### config.mk
export PLATFORM = sky130hd
export DESIGN_NAME = ps2_host_tx
export DESIGN_NICKNAME = d
export VERILOG_FILES = /design/src/rtl/ps2_host_tx.sv
export SDC_FILE = /design/constraint.sdc
export NUM_CORES = 1
export LEC_CHECK = 0
export ABC_CLOCK_PERIOD_IN_PS = 6330
export BUFFER_PORTS_ARGS = -buffer_cell sky130_fd_sc_hd__buf_2
export CAP_MARGIN = 20
export CORE_UTILIZATION = 62
export DETAILED_ROUTE_END_ITERATION = 12
export PLACE_DENSITY = 0.82
export RECOVER_POWER = 50
export SYNTH_ARGS = -nofsm -noshare
export SYNTH_HDL_FRONTEND = slang
export SYNTH_SLANG_ARGS = --single-unit
### constraint.sdc
create_clock -name clk -period 6.33 [get_ports clk]
set_input_delay 0.3165 -clock clk [delete_from_list [all_inputs] [get_ports clk]]
set_output_delay 0.3165 -clock clk [all_outputs]
set_load 0.05 [all_outputs]
### src/rtl/ps2_host_tx.sv
// Host-to-device PS/2 command transmitter: inhibit, request-to-send, 8 data bits + odd parity + stop, ACK.
// Optional: define PS2_TX_ACK_CHECK_EN to report a device NACK on err_o instead of done_o.
module ps2_host_tx #(
  parameter int FREQ_HZ          = 25_000_000,
  parameter int INHIBIT_US       = 100,
  parameter int FIRST_TIMEOUT_US = 15000,
  parameter int EDGE_TIMEOUT_US  = 2000
) (
  input  logic       clk,
  input  logic       reset_n_i,
  input  logic [7:0] tx_data_i,
  input  logic       tx_valid_i,
  output logic       tx_ready_o,
  output logic       busy_o,
  output logic       done_o,
  output logic       err_o,
  input  logic       ps2_clk_i,
  input  logic       ps2_data_i,
  output logic       ps2_clk_oe_o,
  output logic       ps2_data_oe_o
);

  localparam int CPU            = FREQ_HZ / 1_000_000;
  localparam int INHIBIT_CYCLES = CPU * INHIBIT_US;
  localparam int FIRST_CYCLES   = CPU * FIRST_TIMEOUT_US;
  localparam int EDGE_CYCLES    = CPU * EDGE_TIMEOUT_US;
  localparam int TMAX0          = (INHIBIT_CYCLES > FIRST_CYCLES) ? INHIBIT_CYCLES : FIRST_CYCLES;
  localparam int TMAX           = (TMAX0 > EDGE_CYCLES) ? TMAX0 : EDGE_CYCLES;
  localparam int CW             = $clog2(TMAX + 1);

  localparam logic [CW-1:0] INH_LAST   = CW'(INHIBIT_CYCLES - 1);
  localparam logic [CW-1:0] FIRST_LAST = CW'(FIRST_CYCLES - 1);
  localparam logic [CW-1:0] EDGE_LAST  = CW'(EDGE_CYCLES - 1);

  typedef enum logic [2:0] {
    S_IDLE, S_INHIBIT, S_START, S_SEND, S_ACK, S_WAIT_IDLE
  } state_t;

  state_t        state;
  logic [7:0]    d;
  logic          par;
  logic [CW-1:0] tcnt;
  logic [3:0]    n;
  logic          first;
  logic          clk_m, clk_s0, clk_s1, data_m, data_s0, fall;
  logic [CW-1:0] t_lim;
`ifdef PS2_TX_ACK_CHECK_EN
  logic          nack;
`endif

  // Pins idle high, so the synchronizers reset to 1 to avoid a false fall after reset.
  always_ff @(posedge clk or negedge reset_n_i) begin
    if (!reset_n_i) begin
      clk_m   <= 1'b1;
      clk_s0  <= 1'b1;
      clk_s1  <= 1'b1;
      data_m  <= 1'b1;
      data_s0 <= 1'b1;
      fall    <= 1'b0;
    end else begin
      clk_m   <= ps2_clk_i;
      clk_s0  <= clk_m;
      clk_s1  <= clk_s0;
      data_m  <= ps2_data_i;
      data_s0 <= data_m;
      fall    <= clk_s1 & ~clk_s0;
    end
  end

  assign t_lim = first ? FIRST_LAST : EDGE_LAST;

  always_ff @(posedge clk or negedge reset_n_i) begin
    if (!reset_n_i) begin
      state         <= S_IDLE;
      tx_ready_o    <= 1'b1;
      busy_o        <= 1'b0;
      done_o        <= 1'b0;
      err_o         <= 1'b0;
      ps2_clk_oe_o  <= 1'b0;
      ps2_data_oe_o <= 1'b0;
      d             <= '0;
      par           <= 1'b0;
      tcnt          <= '0;
      n             <= '0;
      first         <= 1'b1;
`ifdef PS2_TX_ACK_CHECK_EN
      nack          <= 1'b0;
`endif
    end else begin
      done_o <= 1'b0;
      err_o  <= 1'b0;
      case (state)
        S_IDLE: begin
          if (tx_valid_i && tx_ready_o) begin
            d             <= tx_data_i;
            par           <= ~^tx_data_i;
            tcnt          <= '0;
            ps2_clk_oe_o  <= 1'b1;
            ps2_data_oe_o <= 1'b0;
            tx_ready_o    <= 1'b0;
            busy_o        <= 1'b1;
            state         <= S_INHIBIT;
          end
        end
        S_INHIBIT: begin
          if (tcnt == INH_LAST) begin
            ps2_data_oe_o <= 1'b1;
            state         <= S_START;
          end else begin
            tcnt <= tcnt + 1'b1;
          end
        end
        S_START: begin
          ps2_clk_oe_o <= 1'b0;
          tcnt         <= '0;
          n            <= '0;
          first        <= 1'b1;
          state        <= S_SEND;
        end
        default: begin
          // SEND / ACK / WAIT_IDLE share the watchdog; a fall always beats an expiry.
          if (state == S_WAIT_IDLE && clk_s0 && data_s0) begin
`ifdef PS2_TX_ACK_CHECK_EN
            done_o <= ~nack;
            err_o  <= nack;
`else
            done_o <= 1'b1;
`endif
            tx_ready_o <= 1'b1;
            busy_o     <= 1'b0;
            state      <= S_IDLE;
          end else if (fall) begin
            tcnt  <= '0;
            first <= 1'b0;
            if (state == S_SEND) begin
              n <= n + 1'b1;
              if (n < 4'd8)
                ps2_data_oe_o <= ~d[n[2:0]];
              else if (n == 4'd8)
                ps2_data_oe_o <= ~par;
              else begin
                ps2_data_oe_o <= 1'b0;
                state         <= S_ACK;
              end
            end else if (state == S_ACK) begin
`ifdef PS2_TX_ACK_CHECK_EN
              nack <= data_s0;
`endif
              state <= S_WAIT_IDLE;
            end
          end else if (tcnt == t_lim) begin
            ps2_clk_oe_o  <= 1'b0;
            ps2_data_oe_o <= 1'b0;
            err_o         <= 1'b1;
            tx_ready_o    <= 1'b1;
            busy_o        <= 1'b0;
            state         <= S_IDLE;
          end else begin
            tcnt <= tcnt + 1'b1;
          end
        end
      endcase
    end
  end

endmodule

# --- Yosys cells after proc, flatten, opt, wreduce, memory -nomap -nowiden ---
# Index checks and enable logic that the tools add are counted.
op_classes:
  n_mux: 51
  order_cmp: 2
  bitwise_logic: 8
  add_sub_neg: 2
  eq_ne: 22
  n_reduce_logical: 22
ops:
  columns: ["operator", "n"]
  rows:
  - ["$mux W19", 6]
  - ["$pmux W19 S3", 1]
  - ["$mux W3", 9]
  - ["$mux W1", 24]
  - ["$add A19 B1 Y19 const B", 1]
  - ["$eq A19 B12 Y1 const B", 1]
  - ["$eq A19 B19 Y1", 1]
  - ["$ne A7 B4 Y1 const B", 2]
  - ["$mux W4", 3]
  - ["$ne A3 B1 Y1 const B", 4]
  - ["$reduce_and A4 Y1", 3]
  - ["$reduce_and A6 Y1", 2]
  - ["$pmux W3 S3", 1]
  - ["$ne A4 B1 Y1 const B", 2]
  - ["$pmux W4 S2", 1]
  - ["$reduce_xnor A8 Y1", 1]
  - ["$ne A7 B1 Y1 const B", 1]
  - ["$not A1 Y1", 7]
  - ["$eq A3 B2 Y1 const B", 2]
  - ["$eq A3 B3 Y1 const B", 2]
  - ["$ne A2 B2 Y1 const B", 3]
  - ["$pmux W1 S2", 3]
  - ["$pmux W1 S3", 2]
  - ["$reduce_bool A3 Y1", 2]
  - ["19 further kinds", 23]
word_totals:
  elab_cells: 125
  out_inout_bits: 6
  register_bits: 48

# --- Logic depth before layout (Yosys ltp) ---
# Gate-level depths: netlist of the first run.
depth:
  ltp_word: 8
  mapped_depth: 8

# --- Worst setup path before layout of the first run ---
# No wires, ideal clock.
synth_path:
  path_kind: "flip-flop to flip-flop"
  startpoint: "register tcnt[12]"
  endpoint: "register tcnt[7]"
  arrival_time_ps: 2528
  setup_time_ps: 132
  setup_slack_ps: 3670
  path_stages_with_launch: 8
  path_cell_list: "dfrtp_1 > or4_4 > or4_1 > a2111o_1 > o21ai_4 > or2_1 > buf_4 > o31ai_1"
synth_between:
  elab_chain_cells: 3
synth_rtl:
  columns: ["element", "line_no", "text"]
  rows:
  - ["from (decl)", "42", "logic [CW-1:0] tcnt;"]
  - ["from (signal assigned)", "110", "tcnt <= tcnt + 1'b1;"]
  - ["from (signal assigned)", "159", "tcnt <= tcnt + 1'b1;"]
  - ["$eq A19 B19 Y1 or $eq A19 B12 Y1 (tied branches)", "151, 106", null]
  - ["$ne A5 B2 Y1 (no source line) or $ne A2 B2 Y1 (tied branches)", null, null]
  - ["$reduce_and A4 Y1 (no source line) *", null, null]
# Mark *: on every way between the ends. The rest lies on a longest branch, timed or not.
# A chain may end at the register's enable or synchronous reset.

# --- Worst setup path in the final report of the first run ---
layout_path:
  startpoint: "register tcnt[12]"
  endpoint: "register tcnt[8]"
# Same word-level chain as after synthesis.

==> flow_metrics.env, run 1 <==
export IMPL_fp_dieH_um=67.4
export IMPL_synth_async_reset_ratio_pct=100
export IMPL_cts_made_buffers=5
export IMPL_ff2ff_setup_slack_ps=3040
export IMPL_ant_nets=0
export IMPL_cts_num_sinks=48
export IMPL_holdPathEnd="data_m"
export IMPL_clock_skew_ps=11.9
export IMPL_drt_first_pass_iters=4
export IMPL_drt_iter0_drc=258
export IMPL_grt_pass1_wl_um=9270
export IMPL_start_kind="register"
export IMPL_clock_path_buffers=2
export IMPL_swShare_pct=21.6
export IMPL_syn_num_nets=285
export IMPL_area_growth_pct=8.31
export IMPL_crit_required_ps=6510
export IMPL_grt_max_degree=49
export IMPL_grt_use_total_pct=27.8
export IMPL_crit_path_max_fanout=28
export IMPL_max_vdd_ir_drop_uv=171
export IMPL_grt_ovfl_total=0
export IMPL_p_per_area_nw_per_um2=193
export IMPL_hold_viol=0
export IMPL_max_cap_viol_count=1
export IMPL_worst_pin_slew_ps=1980
export IMPL_cts_max_level=2
export IMPL_pwr_share_clk_pct=40.2
export IMPL_antenna_found_initial=0
export IMPL_r2r_end="tcnt[8]"
export IMPL_min_path_cells=1
export IMPL_vias=2164
export IMPL_routabilityCongestion=0.950
export IMPL_tns_ps=0
export IMPL_drive_gt1_share_pct=18.2
export IMPL_cts_root_buf="clkbuf_8"
export IMPL_internal_power_mw=0.435
export IMPL_postSynthRegisterBits=48
export IMPL_seq_area_frac_synth_pct=45.7
export IMPL_reg2reg_depth=6
export IMPL_violations="max-capacitance violations, max-slew violations"
export IMPL_synth_area_top_cells="dfrtp_1, dfstp_2, mux2_2"
export IMPL_path_class="register to register"
export IMPL_hold_path_class="input pin to register"
export IMPL_synthCells=269
export IMPL_switchingPower_mw=0.120
export IMPL_routed_wl_um=5480
export IMPL_pwr_share_seq_pct=56.1
export IMPL_die_area_um2=4540
export IMPL_rows=23
export IMPL_tritoncts="done"
export IMPL_critPathMaxStageDelay_ps=580
export IMPL_power_frac_comb_pct=3.7
export IMPL_hold_slack_ps=101
export IMPL_endpoint_kind="register"
export IMPL_port_buffers=18
export IMPL_leakage_nw=1.28
export IMPL_period_needed_ps=3290
export IMPL_ys_types=52
export IMPL_clock_fmax_mhz=304
export IMPL_status="finished with violations"
export IMPL_setup_viol=0
export IMPL_period_share_pct=52.0
export IMPL_cpMaxStageDelayCell="o21ai_4"
export IMPL_synth_flop_cell="dfrtp_1"
export IMPL_path_cells="or4_4 -> or4_1 -> a2111o_1 -> o21ai_4 -> or2_1 -> o41ai_1"
export IMPL_yosysTopAreaCell="dfrtp_1"
export IMPL_diodes=0
export IMPL_path_clk_slew_ps=80
export IMPL_drcViolationCount=0
export IMPL_yosysWarnings=0
export IMPL_crit_arrival_ps=3470
export IMPL_cts_hold_buf=0
export IMPL_avgSynthCellArea_um2=9.85
export IMPL_maxSlewHeadroom_pct=-32.2
export IMPL_grt_setup_unrepaired="no"
export IMPL_ctsResizeCount=0
export IMPL_grt_pass1_vias=1935
export IMPL_initial_core_util_pct=65.3
export IMPL_synth_edf_count=0
export IMPL_die_x_um=67.4
export IMPL_hpwl_um=3790
export IMPL_post_cts_buffers=0
export IMPL_worstHoldStart="ps2_data_i"
export IMPL_clk_latency_ps=310
export IMPL_r2r_start="tcnt[12]"
export IMPL_vias_per_cell=6.46
export IMPL_synth_top_cell_area_share_pct=38.7
export IMPL_final_nets=300
export IMPL_io_pins=19
export IMPL_routedWlPerCell_um=16.4
export IMPL_syn_area_um2=2650
export IMPL_timing_final_max_slew_violations=39
export IMPL_core_area_um2=4060
==> per-layer routing <==
metal / share of wire (%) / routed length, um / global-route usage [%]
met5: 0 / 0 / 0
met1: 45 / 2480 / 40.0
met3: 5.6 / 305 / 3.55
met4: 1.3 / 71 / 12.2
met2: 48 / 2620 / 42.0
==> worst max-delay path by stage <==
stage                     slack [ps]      end     start
final                           3040  tcnt[8]  tcnt[12]
after global routing            2870  tcnt[8]  tcnt[12]
after CTS                       3050  tcnt[8]  tcnt[12]
after detailed placement        3060  tcnt[8]  tcnt[12]
after global placement          3120  tcnt[8]  tcnt[12]
after floorplan                 3670  tcnt[7]  tcnt[12]
==> sequential cells by signal (all words and copies together), names as in the netlist <==
signal	cells
n	4
ps2_data_oe_o	1
busy_o	1
data_s0	1
tx_ready_o	1
d	8
data_m	1
first	1
ps2_clk_oe_o	1
par	1
tcnt	19
err_o	1
state	3
clk_s0	1
fall	1
clk_m	1
done_o	1
clk_s1	1
==> power groups by stage <==
stage	sequential (mW)	combinational [mW]	clock [mW]
2_1_floorplan	0.317	0.00894	0
3_3_place_gp	0.317	0.0200	0
3_5_place_dp	0.318	0.0203	0
4_1_cts	0.312	0.0203	0.226
5_1_grt	0.312	0.0228	0.237
6_report	0.312	0.0204	0.223
==> kinds of logic after synthesis <==
logic type,share of synthesized area (%)
AND/OR/NAND/NOR,21.6
AO/OA/AOI/OAI,18.6
flip-flops,45.7
buffers and inverters,3.68
multiplexers,6.71
XOR/XNOR,2.31
adder cells (fa/ha/maj),1.42
==> final cells by class <==
cell class	instances	area, um2
repair buffers	21	110
clock buffers	5	68.8
well taps	50	62.6
clock inverters	3	42.5
inverters	9	33.8
multi-input cells	199	1340
flip-flops and latches	48	1210
fillers	291	1190
==> stage by stage <==
step           power [mW]  std cells  util [%]  setup slack [ps]  area [um2]
4_1_cts             0.558        333      70.4              3050        2860
3_5_place_dp        0.338        325      67.7              3060        2750
2_1_floorplan       0.325        269         -              3670        2650
6_report            0.555        335      70.7              3040        2870
5_1_grt             0.572        335      70.7              2870        2870
3_3_place_gp        0.337        325      67.7              3120        2750
==> cell usage in the layout, fill, tap and decap left out, types with 4 or more instances in the layout <==
cell type / n
dfrtp_1: 41
nor2_1: 19
nand2_1: 17
buf_2: 17
nand3_1: 12
o21ai_0: 11
o21ai_1: 11
a21oi_1: 10
o31ai_1: 10
mux2_2: 10
inv_1: 9
and3_1: 9
xnor2_1: 7
nor2b_1: 6
or4_1: 6
dfstp_2: 6
nand4_1: 5
a31oi_1: 5
clkbuf_8: 5
or2_2: 4
o41ai_1: 4
==> critical path: cells and delay by family, from the launching register on <==
kind / cells / cell delay, ps
flops: 1 / 450
compound gates: 3 / 1230
simple gates: 3 / 1470
==> synthesized netlist by cell type (4+ instances only) <==
| master | instances |
|---|---|
| o21ai_1 | 11 |
| nor2_1 | 19 |
| and3_1 | 9 |
| nand4_1 | 5 |
| o21ai_0 | 11 |
| a31oi_1 | 5 |
| or4_1 | 6 |
| nor2b_1 | 6 |
| a21oi_1 | 10 |
| xnor2_1 | 7 |
| or2_2 | 4 |
| dfrtp_1 | 41 |
| inv_1 | 9 |
| clkbuf_1 | 10 |
| nand3_1 | 12 |
| mux2_2 | 10 |
| dfstp_2 | 7 |
| o41ai_1 | 4 |
| nand2_1 | 17 |
| o31ai_1 | 10 |
(Power assumes the default switching activity.)
==> run 2: changes to the inputs <==
Settings changed: ABC_CLOCK_PERIOD_IN_PS 6330 to 3000, CORE_UTILIZATION 62 to 54, PLACE_DENSITY 0.82 to 0.75.
Clock period 6.33 ns to 3 ns, I/O delays scaled along.
==> run 2 against run 1 <==
The flow now finishes without violations; sequential cell count is the same; clock power increased by 110%; fmax is 17% higher; register-to-register slack lost 2900 ps; sequential share of layout area shrank 1.2 points; power grew 110%; utilization is 8.1 points lower; worst setup slack lost 2900 ps; first-iteration DRC count down 40%; cell count increased by 7.5%; hold slack lost 8.6 ps; non-clock buffer count up 8.
==> flow_metrics.env, run 2 (synthesis results as in run 1) <==
export IMPL_swShare_pct=21.7
export IMPL_reg2reg_depth=7
export IMPL_vias_per_cell=6.04
export IMPL_fill_cells=384
export IMPL_area_growth_pct=11.6
export IMPL_drive_gt1_share_pct=19.8
export IMPL_core_area_um2=4720
export IMPL_die_x_um=72.0
export IMPL_clock_fmax_mhz=355
export IMPL_holdPathEnd="d[6]"
export IMPL_placed_cells_incl_taps=348
export IMPL_crit_path_max_fanout=20
export IMPL_routabilityCongestion=0.843
export IMPL_largest_register_ffs=19
export IMPL_cts_num_sinks=48
export IMPL_internal_power_mw=0.920
export IMPL_endpoint_kind="register"
export IMPL_drt_iter0_drc=154
export IMPL_die_area_um2=5190
export IMPL_period_needed_ps=2820
export IMPL_clock_path_buffers=2
export IMPL_grt_max_degree=49
export IMPL_cts_made_buffers=5
export IMPL_grt_ovfl_total=0
export IMPL_worst_pin_slew_ps=1280
export IMPL_timing_final_max_slew_violations=0
export IMPL_max_cap_viol_count=0
export IMPL_path_clk_slew_ps=90
export IMPL_clk_latency_ps=310
export IMPL_leakage_nw=1.31
export IMPL_final_area_um2=2960
export IMPL_multi_input_area_um2=1340
export IMPL_cts_max_level=2
export IMPL_vias=2174
export IMPL_drcViolationCount=0
export IMPL_grt_pass1_wl_um=9290
export IMPL_antenna_found_initial=0
export IMPL_cts_root_buf="clkbuf_8"
export IMPL_io_pins=19
export IMPL_fp_dieH_um=72.0
export IMPL_p_per_area_nw_per_um2=398
export IMPL_ctsResizeCount=0
export IMPL_hold_viol=0
export IMPL_min_path_cells=2
export IMPL_r2r_end="tcnt[15]"
export IMPL_drt_first_pass_iters=4
export IMPL_routed_wl_um=5530
export IMPL_grt_setup_unrepaired="no"
export IMPL_maxSlewHeadroom_pct=14.9
export IMPL_mostFrequentLayoutCells="dfrtp_1, nor2_1, nand2_1, buf_2, nand3_1"
export IMPL_max_vdd_ir_drop_uv=290
export IMPL_hold_path_class="input pin to register"
export IMPL_crit_arrival_ps=3010
export IMPL_start_kind="register"
export IMPL_pwr_share_seq_pct=56.0
export IMPL_top_regs="tcnt: 19 flops, d: 8 flops, n: 4 flops"
export IMPL_layout_commonest_cell="dfrtp_1"
export IMPL_final_seq_area_um2=1210
export IMPL_tritoncts="done"
export IMPL_period_share_pct=93.9
export IMPL_initial_core_util_pct=56.1
export IMPL_path_class="register to register"
export IMPL_power_frac_comb_pct=3.8
export IMPL_worstHoldStart="tx_data_i[6]"
export IMPL_crit_required_ps=3190
export IMPL_grt_pass1_vias=1934
export IMPL_switchingPower_mw=0.255
export IMPL_ant_nets=0
export IMPL_final_nets=308
export IMPL_ff2ff_setup_slack_ps=180
export IMPL_status="finished, final reports clean"
export IMPL_diodes=0
export IMPL_grt_use_total_pct=23.2
export IMPL_tns_ps=0
export IMPL_post_cts_buffers=0
export IMPL_r2r_start="tcnt[13]"
export IMPL_pwr_share_clk_pct=40.2
export IMPL_hpwl_um=3810
export IMPL_port_buffers=18
export IMPL_rows=25
export IMPL_routedWlPerCell_um=15.4
export IMPL_placed_cell_area_um2=2810
export IMPL_clock_skew_ps=4.86
export IMPL_finalNonFillerCells=360
export IMPL_regMostFlops="tcnt"
export IMPL_setup_viol=0
-- run 2: changes by cell type in the layout (fill, tap and decap cells not counted), sizes merged --
cell | previous run | this run
buf | 18 | 24
dlygate4sd3 | 1 | 3
-- run 2: layer usage --
metal  routed length (um)  share of wire, %  global-route usage, %  vias up
met4                   72               1.3                   8.71        0
met5                    0                 0                      0        -
met3                  240               4.3                   5.28        6
met2                 2530                46                   33.5       53
li1                     -                 -                      -     1047
met1                 2690                49                   34.1     1068
-- run 2: area by class of cell --
type                       count  share of cell area (%)
inverter                       9                    1.14
timing repair buffer          29                    5.93
multi-input combinational    199                    45.4
tap                           67                    2.84
sequential                    48                    40.9
clock buffer                   5                    2.33
clock inverter                 3                    1.44
-- run 2: per-stage QoR --
step	total power, mW	setup slack [ps]	util [%]	hold WS [ps]
after floorplan	0.687	340	-	-146
after global placement	0.711	265	59.5	255
after detailed placement	0.713	213	59.5	257
after CTS	1.18	183	62.3	62.0
after global routing	1.21	42.1	62.6	87.0
final	1.17	183	62.6	92.9
-- run 2: worst max path at each step --
| stage | from | endpoint | slack, ps | cells past startpoint |
|---|---|---|---|---|
| 6_report | tcnt[13] | tcnt[15] | 180 | 7 |
| 5_1_grt | reset_n_i | d[0] | 40 | 3 |
| 4_1_cts | tcnt[13] | tcnt[15] | 180 | 7 |
| 3_5_place_dp | tcnt[13] | tcnt[15] | 210 | 7 |
| 3_3_place_gp | tcnt[13] | tcnt[15] | 270 | 7 |
| 2_1_floorplan | tcnt[12] | tcnt[7] | 340 | 7 |
-- run 2: power groups by stage --
stage,logic [mW],clock network [mW],registers (mW)
after floorplan,0.0189,0,0.668
after CTS,0.0448,0.480,0.658
after detailed placement,0.0429,0,0.670
final,0.0447,0.473,0.657
after global placement,0.0416,0,0.670
after global routing,0.0512,0.503,0.658
-- run 2: worst max-delay path, cell delays in order (launching register included) --
cell      delay [ps]
dfrtp_1          440
or4_4            540
or4_1            520
a2111o_1         530
o21ai_4          190
buf_4            240
nor4_1           100
mux2i_1          130
-- run 2: timing repair --
action / 4_1_cts / 5_1_grt
hold buffers: 2 / 1
endpoints found under the setup margin: 0 / 0
endpoints found under the hold margin: 2 / 18
==> run 3: changes to the inputs <==
Settings changed: ABC_CLOCK_PERIOD_IN_PS 3000 to 2700, CORE_UTILIZATION 54 to 60, PLACE_DENSITY 0.75 to 0.79, TNS_END_PERCENT from default to 100.
Clock period 3 ns to 2.7 ns, I/O delays scaled along.
==> run 3 against run 2 <==
Fmax grew 6.9%; critical path depth is the same; clock power shrank 10%; via count up 2.2%; sequential power grew 11%; worst setup slack got worse by 120 ps; die area is 9.7% lower; utilization is 10 points higher; clock skew increased by 1.3 ps; hold slack worse by 7.5 ps; clock-buffer cell count unchanged; largest power group unchanged; highest routed layer unchanged.
==> flow_metrics.env, run 3 (synthesis results as in run 1) <==
export IMPL_finalNonFillerCells=352
export IMPL_vias=2222
export IMPL_crit_path_max_fanout=4
export IMPL_crit_arrival_ps=2830
export IMPL_dp_slack_ps=6.79
export IMPL_regMostFlops="tcnt"
export IMPL_start_kind="register"
export IMPL_area_growth_pct=13.0
export IMPL_ant_nets=0
export IMPL_grt_setup_unrepaired="no"
export IMPL_cts_max_level=2
export IMPL_initial_core_util_pct=64.4
export IMPL_placed_cells_incl_taps=340
export IMPL_diodes=0
export IMPL_fp_dieH_um=68.4
export IMPL_port_buffers=18
export IMPL_routedWlPerCell_um=16.4
export IMPL_routed_wl_um=5780
export IMPL_grt_max_degree=49
export IMPL_hold_path_class="input pin to register"
export IMPL_min_path_cells=2
export IMPL_period_share_pct=97.6
export IMPL_io_pins=19
export IMPL_largest_register_ffs=19
export IMPL_cts_made_buffers=5
export IMPL_mostFrequentLayoutCells="dfrtp_1, nor2_1, nand2_1, buf_2, buf_4"
export IMPL_final_nets=317
export IMPL_core_area_um2=4120
export IMPL_clock_fmax_mhz=379
export IMPL_placed_cell_area_um2=2860
export IMPL_drt_first_pass_iters=4
export IMPL_drt_iter0_drc=291
export IMPL_hold_slack_ps=85.4
export IMPL_leakage_nw=1.37
export IMPL_drcViolationCount=0
export IMPL_grt_pass1_vias=1934
export IMPL_reg2reg_depth=7
export IMPL_period_needed_ps=2640
export IMPL_crit_required_ps=2890
export IMPL_grt_ovfl_total=0
export IMPL_setup_viol=0
export IMPL_grt_use_total_pct=27.5
export IMPL_tritoncts="done"
export IMPL_final_util_pct=72.8
export IMPL_final_setup_worst_slack_ps=64.3
export IMPL_path_clk_slew_ps=90
export IMPL_rows=23
export IMPL_timing_final_max_slew_violations=0
export IMPL_layout_commonest_cell="dfrtp_1"
export IMPL_top_regs="tcnt: 19 flops, d: 8 flops, n: 4 flops"
export IMPL_hpwl_um=4060
export IMPL_grt_pass1_wl_um=9450
export IMPL_tns_ps=0
export IMPL_post_cts_buffers=0
export IMPL_hold_viol=0
export IMPL_die_x_um=68.4
export IMPL_path_class="register to register"
export IMPL_power_mw=1.21
export IMPL_routabilityCongestion=0.911
export IMPL_worst_pin_slew_ps=1200
export IMPL_p_per_area_nw_per_um2=403
export IMPL_max_vdd_ir_drop_uv=400
export IMPL_antenna_found_initial=0
export IMPL_ff2ff_setup_slack_ps=60
export IMPL_max_cap_viol_count=0
export IMPL_maxSlewHeadroom_pct=20.0
export IMPL_final_area_um2=2990
export IMPL_drive_gt1_share_pct=23.5
export IMPL_cts_num_sinks=48
export IMPL_clock_skew_ps=6.21
export IMPL_vias_per_cell=6.31
export IMPL_status="finished, final reports clean"
export IMPL_die_area_um2=4680
export IMPL_clk_latency_ps=300
export IMPL_endpoint_kind="register"
export IMPL_cts_root_buf="clkbuf_8"
export IMPL_clock_path_buffers=2
run 3: changes by cell type in the layout (fill, tap and decap cells not counted), sizes merged:
cell	change
buf	+9
clkinv	+2
bufinv	-1
clkinvlp	-1
run 3: power breakdown:
group / switching, mW / internal (mW) / leakage, nW / total [mW]
logic: 0.0281 / 0.0223 / 0.673 / 0.0504
registers: 0.00491 / 0.726 / 0.645 / 0.731
clock network: 0.244 / 0.181 / 0.0479 / 0.425
run 3: worst paths after layout:
check / end / start
worst max-delay path: ps2_data_oe_o / tcnt[12]
worst min-delay path: d[4] / tx_data_i[4]
worst max register to register: ps2_data_oe_o / tcnt[12]
worst min register to register: data_s0 / data_m
max in group asynchronous: tcnt[5] / reset_n_i
min in group asynchronous: tcnt[13] / reset_n_i
run 3: worst max-delay path: stages (launching register included):
cell and delay [ps]:
dfrtp_1 390, or4_4 550, or4_4 500, a2111o_1 430, buf_4 170, o21ai_0 70
o211ai_1 120, mux2_2 290
run 3: what timing repair did:
| item | 4_1_cts | 5_1_grt |
|---|---|---|
| gates cloned | 0 | 0 |
| endpoints found under the setup margin | 1 | 11 |
| hold buffers | 2 | 1 |
| gates resized for setup | 1 | 3 |
| pin swaps | 0 | 1 |
| endpoints found under the hold margin | 2 | 20 |
run 3: final cells by class:
type	instances	area, um2
Sequential cell	48	1210
Timing Repair Buffer	38	248
Clock inverter	3	18.8
Clock buffer	5	68.8
Multi-Input combinational cell	199	1350
Tap cell	50	62.6
Inverter	9	33.8
Fill cell	316	1120
run 3: per-layer routing:
layer  up-vias  GRT usage [%]  wire (um)
met1      1073           42.0       2790
met5         -              0          0
met3         4           5.50        346
li1       1068              -          -
met4         0           8.85         33
met2        77           38.5       2610
